===== config.mk =====
export PLATFORM = sky130hd
export DESIGN_NAME = ifu_fetch
export DESIGN_NICKNAME = d
export VERILOG_FILES = /design/src/rtl/ifu_fetch_pkg.sv /design/src/rtl/ifu_fetch_fifo.sv /design/src/rtl/ifu_fetch.sv
export SDC_FILE = /design/constraint.sdc
export NUM_CORES = 1
export LEC_CHECK = 0
export BUFFER_PORTS_ARGS = -buffer_cell sky130_fd_sc_hd__buf_2
export CAP_MARGIN = 40
export CORE_MARGIN = 4
export CORE_UTILIZATION = 55
export CTS_BUF_LIST = sky130_fd_sc_hd__clkbuf_16
export DETAILED_ROUTE_END_ITERATION = 10
export PLACE_DENSITY_LB_ADDON = 0.25
export SYNTH_ARGS = -nofsm -noshare
export SYNTH_HDL_FRONTEND = slang
export SYNTH_SLANG_ARGS = --single-unit

===== constraint.sdc =====
create_clock -name clk -period 7.2 [get_ports clk]
set_input_delay 0.36 -clock clk [delete_from_list [all_inputs] [get_ports clk]]
set_output_delay 0.36 -clock clk [all_outputs]
set_load 0.01 [all_outputs]

===== src/rtl/ifu_fetch_pkg.sv =====
// -----------------------------------------------------------------------------
// ifu_fetch_pkg
//   Shared widths, constants and types for the instruction fetch unit.
//   REG_WIDTH / INST_WIDTH / PC_RST mirror the core-wide width definitions;
//   INST_NOP is the canonical NOP encoding (addi x0, x0, 0).
// -----------------------------------------------------------------------------
package ifu_fetch_pkg;

    localparam int REG_WIDTH  = 64;
    localparam int INST_WIDTH = 32;

    localparam logic [REG_WIDTH-1:0]  PC_RST   = 64'h0000_0000_8000_0000;
    localparam logic [REG_WIDTH-1:0]  PC_STEP  = 64'd4;
    localparam logic [INST_WIDTH-1:0] INST_NOP = 32'h0000_0013;

    // One buffered instruction together with the PC it was fetched from.
    typedef struct packed {
        logic [REG_WIDTH-1:0]  pc;
        logic [INST_WIDTH-1:0] inst;
    } fetch_entry_t;

    // Force a PC onto a word boundary by clearing the two low bits.
    function automatic logic [REG_WIDTH-1:0] word_align(input logic [REG_WIDTH-1:0] pc);
        return {pc[REG_WIDTH-1:2], 2'b00};
    endfunction

endpackage


===== src/rtl/ifu_fetch_fifo.sv =====
// -----------------------------------------------------------------------------
// fetch_fifo
//   DEPTH-entry circular buffer of {pc, inst} pairs between the instruction
//   memory response and decode. Power-of-two DEPTH (2, 4 or 8) lets the
//   pointers wrap naturally.
//
// Ports
//   clk, rst    clock, asynchronous active-high reset
//   enq         write enq_data at the tail
//   enq_data    entry to write
//   deq         pop the head (ignored when empty)
//   flush       discard every entry; wins over enq and deq
//   head        entry at the head (undefined content when count == 0)
//   count       number of valid entries, 0..DEPTH
// -----------------------------------------------------------------------------
module fetch_fifo
    import ifu_fetch_pkg::*;
#(
    parameter int DEPTH = 2
) (
    input  logic                     clk,
    input  logic                     rst,
    input  logic                     enq,
    input  fetch_entry_t             enq_data,
    input  logic                     deq,
    input  logic                     flush,
    output fetch_entry_t             head,
    output logic [$clog2(DEPTH):0]   count
);

    localparam int PTR_W = $clog2(DEPTH);
    localparam int CNT_W = PTR_W + 1;

    fetch_entry_t       mem [DEPTH];
    logic [PTR_W-1:0]   wr_ptr;
    logic [PTR_W-1:0]   rd_ptr;
    logic               do_enq;
    logic               do_deq;

    // A pop frees a slot in the same cycle, so enqueue into a full buffer is
    // legal when it coincides with a dequeue.
    assign do_deq = deq && (count != '0) && !flush;
    assign do_enq = enq && !flush && ((count != CNT_W'(DEPTH)) || do_deq);

    assign head = mem[rd_ptr];

    // NOTE: the storage array has no reset; occupancy is tracked by count and
    //       the pointers, so stale contents are never observed downstream.
    always_ff @(posedge clk) begin
        if (do_enq) begin
            mem[wr_ptr] <= enq_data;
        end
    end

    always_ff @(posedge clk or posedge rst) begin
        if (rst) begin
            wr_ptr <= '0;
            rd_ptr <= '0;
            count  <= '0;
        end else if (flush) begin
            wr_ptr <= '0;
            rd_ptr <= '0;
            count  <= '0;
        end else begin
            if (do_enq) begin
                wr_ptr <= wr_ptr + PTR_W'(1);
            end
            if (do_deq) begin
                rd_ptr <= rd_ptr + PTR_W'(1);
            end
            case ({do_enq, do_deq})
                2'b10:   count <= count + CNT_W'(1);
                2'b01:   count <= count - CNT_W'(1);
                default: count <= count;
            endcase
        end
    end

endmodule


===== src/rtl/ifu_fetch.sv =====
// -----------------------------------------------------------------------------
// ifu_fetch
//   Instruction fetch unit. Owns the fetch PC, issues one word-aligned request
//   per cycle to a fixed-latency-1, never-stalling instruction memory, and
//   buffers responses in fetch_fifo for decode. Requests are only issued when
//   the buffer is guaranteed to have room for the response. Redirects from
//   later stages reload the PC, flush the buffer and flip the epoch so any
//   wrong-path response is discarded.
//
// Ports
//   clk, rst         clock, asynchronous active-high reset
//   redirect_valid   redirect request (branch/jump/trap), highest priority
//   redirect_pc      redirect target; low two bits are ignored
//   imem_req         fetch request issued this cycle
//   imem_addr        fetch address (current fetch PC, word aligned)
//   imem_rsp_valid   response for the request issued last cycle
//   imem_rsp_inst    returned instruction word
//   out_valid        instruction presented to decode
//   out_ready        decode accepts this cycle
//   out_pc           PC of the presented instruction (0 when empty)
//   out_inst         presented instruction (0 when empty)
// -----------------------------------------------------------------------------
module ifu_fetch
    import ifu_fetch_pkg::*;
#(
    parameter logic [REG_WIDTH-1:0] RST_PC = PC_RST,
    parameter int                   DEPTH  = 2
) (
    input  logic                    clk,
    input  logic                    rst,
    input  logic                    redirect_valid,
    input  logic [REG_WIDTH-1:0]    redirect_pc,
    output logic                    imem_req,
    output logic [REG_WIDTH-1:0]    imem_addr,
    input  logic                    imem_rsp_valid,
    input  logic [INST_WIDTH-1:0]   imem_rsp_inst,
    output logic                    out_valid,
    input  logic                    out_ready,
    output logic [REG_WIDTH-1:0]    out_pc,
    output logic [INST_WIDTH-1:0]   out_inst
);

    localparam int CNT_W = $clog2(DEPTH) + 1;
    localparam int OCC_W = CNT_W + 1;

    logic [REG_WIDTH-1:0]   fetch_pc;
    logic                   epoch;
    logic                   inflight;
    logic [REG_WIDTH-1:0]   inflight_pc;
    logic                   inflight_epoch;

    logic [CNT_W-1:0]       count;
    fetch_entry_t           head;
    fetch_entry_t           rsp_entry;
    logic                   deq;
    logic                   rsp_accept;
    logic [OCC_W-1:0]       occupancy;

    assign out_valid = (count != '0);
    assign deq       = out_valid && out_ready;
    assign imem_addr = fetch_pc;

    // Outputs read zero while empty so nothing from the unreset storage leaks.
    assign out_pc    = out_valid ? head.pc   : '0;
    assign out_inst  = out_valid ? head.inst : '0;

    assign rsp_entry = '{pc: inflight_pc, inst: imem_rsp_inst};

    // Issue and accept decisions. Occupancy counts the slot the in-flight
    // response will need next cycle, minus the slot decode frees this cycle;
    // deq implies count >= 1 so the subtraction cannot underflow.
    // NOTE: every always_comb output gets a default first so no path can
    //       leave it unassigned and infer a latch.
    always_comb begin
        occupancy  = OCC_W'(count) + OCC_W'(inflight) - OCC_W'(deq);
        imem_req   = 1'b0;
        rsp_accept = 1'b0;
        if (!rst && !redirect_valid) begin
            imem_req = (occupancy < OCC_W'(DEPTH));
            // A response is kept only if a request is really outstanding and
            // it was issued in the current epoch (not down a redirected path).
            rsp_accept = imem_rsp_valid && inflight && (inflight_epoch == epoch);
        end
    end

    // NOTE: sequential state uses non-blocking assignments so every register
    //       samples pre-edge values regardless of statement order.
    always_ff @(posedge clk or posedge rst) begin
        if (rst) begin
            fetch_pc       <= RST_PC;
            epoch          <= 1'b0;
            inflight       <= 1'b0;
            inflight_pc    <= '0;
            inflight_epoch <= 1'b0;
        end else if (redirect_valid) begin
            fetch_pc <= word_align(redirect_pc);
            epoch    <= ~epoch;
            inflight <= 1'b0;
        end else begin
            inflight <= imem_req;
            if (imem_req) begin
                inflight_pc    <= fetch_pc;
                inflight_epoch <= epoch;
                // Wraps silently from the top of the address space to zero.
                fetch_pc       <= fetch_pc + PC_STEP;
            end
        end
    end

    fetch_fifo #(
        .DEPTH (DEPTH)
    ) u_fifo (
        .clk      (clk),
        .rst      (rst),
        .enq      (rsp_accept),
        .enq_data (rsp_entry),
        .deq      (deq),
        .flush    (redirect_valid),
        .head     (head),
        .count    (count)
    );

endmodule

==> flow_summary_export.csv <==
group,metric,value,unit
global_route,global_route.overflow_total,0,
clocking,clock_sink_count,319,
power,power.leakage,6.39,nW
timing,achievable_freq,227,MHz
final_layout,layout.cells.most_common,"buf_2",
yosys,yosys_register_bits,319,
worst_setup_path,crit_arrival,4.82,ns
clocking,clk_transition_reported_paths,0.06,ns
run_status,outcome,"completed",
final_layout,synthToLayoutAreaGrowth,21.5,%
die,die_area,0.0270,mm^2
placed_design,place_congestion,0.839,
drt,detail_route.first_pass.iterations,5,
worst_setup_path,category_of_the_critical_setup_timing_path,"flop to flop",
worst_setup_path,worst_r2r_startpoint,"u_fifo.count[1]",
clocking,cts_tree,"yes",
die,die_y,164,um
timing,post-route-period-util,0.611,
yosys,syn-cell-area,0.0134,mm^2
final_layout,n_fill_cell,1738,
placed_design,detailedPlace.worstSlack,2.86,ns
global_route,grt.met2_usage,0.380,
yosys,yosysTopAreaCellShare,0.420,
yosys,compound_gate_fraction_of_synth_area,0.0420,
clocking,cts-htree-levels,2,
yosys,dominantRegCellSynth,"edfxtp_1",
global_route,global_route.usage.total,0.234,
global_route,antenna_found_initial,6,
global_route,grt_start_max_net_pins,81,
drt,route.vias.total,9247,
timing,grt_setup_unrepaired,"false",
yosys,average_size_of_a_mapped_cell,13.0,um^2
timing,fin_crit,4.40,ns
run,cap_violations,0,
clocking,tritoncts.num_buffers,35,
timing,layout_setup_ws,2.80,ns
drt,ant_nets,0,
timing,slew_of_the_pin_with_the_lowest_slew_margin,0.775,ns
yosys,synth.mux.area_fraction,0.120,
worst_setup_path,setup.worst_path.end_class,"flop",
clocking,cts.hold.buffers_added,1,
final_layout,most-common-layout-cells,"257 x buf_2, 188 x edfxtp_1, 134 x nor2_1",
yosys,synth_top_family_by_area,"simple AND/OR/NAND/NOR gates",
yosys,synth-edff-count,188,
timing,final_hold_viol_count,0,
drt,wire_per_inst,19.8,um
die,rows,56,
clocking,cts.root.buffer_cell,"clkbuf_16",
yosys,post-synth-top-area-cell,"edfxtp_1",
yosys,synth-seq-area-share,0.664,
drt,totalWireLength,32300,um
yosys,synthSimpleGateAreaFrac,0.124,
power,power-per-cell-area,262,mW/mm^2
final_layout,layout.cell_area.non_filler,0.0163,mm^2
die,floorplan.initialDensity,0.566,
worst_setup_path,critical_path_required,7.62,ns
yosys,number_of_distinct_library_cells_after_synthesis,48,
global_route,wire_length_of_the_first_global_routing_pass,49300,um
worst_hold_path,hold_path.class,"input port to flop",
timing,timing.final.setup_violations,0,
yosys,async_reset_ff_frac,0.411,
clocking,buffers_inserted_by_post_cts_timing_repair,0,
drt,drt_iter0_markers,600,
worst_setup_path,worst_setup_path_start_kind,"flop",
global_route,vias_in_the_first_global_route,9153,
yosys,synth_adder_area_share,0.00335,
yosys,synth.top_cells.by_area,"edfxtp_1 42%, dfrtp_1 24%, mux2i_1 7.1%, mux2_2 4.9%, nor2_1 3.8%",
power,power.ir.vdd_worst,0.262,mV
final_layout,post_route_cells_drive_above_1_share,0.304,
clocking,ctsLongestPathBuffers,3,
worst_setup_path,critPathLaunch,"u_fifo.count[1]",
yosys,synth_xor_area_frac,0.0248,
timing,drv_slew,0,
placed_design,buffer_ports.inserted,256,
final_layout,final_core_utilization,0.688,
placed_design,final_hpwl_from_detailed_placement,21700,um
clocking,worst_skew_pair.late_latency,0.51,ns
drt,viasPerCell,5.66,
timing,fin_tns_setup,0,ns
die,core-area,0.0238,mm^2
yosys,synth-warning-count,0,
die,boundaryPins,263,
final_layout,num-nets-final,1391,
drt,drt_drc_violations_left,0,
yosys,syn-instance-count,1030,
global_route,grt_busiest_layer,"met2",
worst_setup_path,critPathMaxFanout,13,
timing,fin_skew,0.0106,ns
global_route,groute.layer.met1.usage,0.313,
clocking,post_cts_resize_count,0,
worst_hold_path,worst_hold_start,"imem_rsp_inst[2]",
timing,slew_headroom,0.478,
placed_design,dpl-instance-area,0.0152,mm^2
die,dieWidth,164,um
global_route,gr-usage-met3,0.0552,
cells in the mapped netlist (3+ instances only):
library cell and number:
nand2_1 72, edfxtp_1 188, a31oi_1 22, or3_1 12, a21oi_1 3, xnor2_1 29, buf_2 3, nor2b_1 3
nor3_1 10, and3_1 12, o21ai_0 49, nand3_1 29, xor2_1 9, o31ai_1 9, nor2_1 137, or4_1 18
clkbuf_1 40, dfrtp_1 130, inv_1 14, buf_1 11, nand4_1 18, and4_1 7, buf_4 4, nor4_1 18
o211ai_1 5, mux2_2 59, mux2i_1 95
final timing paths:
check,endpoint,slack [ns],cells after the start
setup / recovery,imem_addr[46],2.80,10
hold / removal,u_fifo.mem[0][2],0.04,1
setup reg to reg,imem_addr[46],2.80,10
hold reg to reg,u_fifo.mem[1][37],0.46,0
max in group asynchronous,imem_addr[31],5.48,5
min in group asynchronous,u_fifo.count[1],0.56,3
per-stage QoR:
stage	std cells	power, W	hold WS (ns)
6_report	1635	0.00428	0.0411
3_3_place_gp	1557	0.00257	0.441
2_1_floorplan	1033	0.00244	0.437
5_1_grt	1633	0.00445	0.0233
3_5_place_dp	1568	0.00260	0.451
4_1_cts	1632	0.00432	0.0218
power by group:
part	total, W	internal (W)	switching (W)
Sequential	0.00223	0.00210	0.000126
Clock	0.00172	0.00102	0.000698
Combinational	0.000340	0.000162	0.000178
sequential cells by signal, summed over array words and instances, names as in the netlist:
name            flops
u_fifo.wr_ptr       1
epoch               1
imem_addr          62
u_fifo.mem        188
inflight_epoch      1
inflight_pc        62
u_fifo.rd_ptr       1
u_fifo.count        2
inflight            1
cell families after synthesis:
logic type,Yosys count
AND/OR/NAND/NOR,347
AO/OA/AOI/OAI,95
adder cells (fa/ha/maj),3
XOR/XNOR,38
other,1
multiplexers,154
flip-flops,319
buffers and inverters,73
routing by layer:
metal | wire (um) | vias to the layer above
met5 | 70 | -
met4 | 1020 | 10
met3 | 2340 | 84
met2 | 15500 | 330
met1 | 13400 | 4522
li1 | - | 4301
final cells by class:
cell class                      count  area, um^2  share of cell area
Sequential cell                   319        8930               0.547
Antenna cell                        3        7.51            0.000460
Multi-Input combinational cell    641        4270               0.261
Tap cell                          319         399              0.0244
Timing Repair Buffer              275        1550              0.0951
Clock inverter                     27         215              0.0132
Clock buffer                       36         901              0.0551
Inverter                           15        61.3             0.00375
critical path: stages, from the launching register on:
cell,delay (ns)
dfrtp_1,0.56
nor2_4,0.05
nor2_1,0.17
ha_1,0.26
nand2b_1,0.16
fa_1,0.41
xnor2_1,0.44
nand3_1,0.61
or4_1,0.88
or4_1,0.58
a31oi_1,0.19
(Power assumes the default switching activity.)
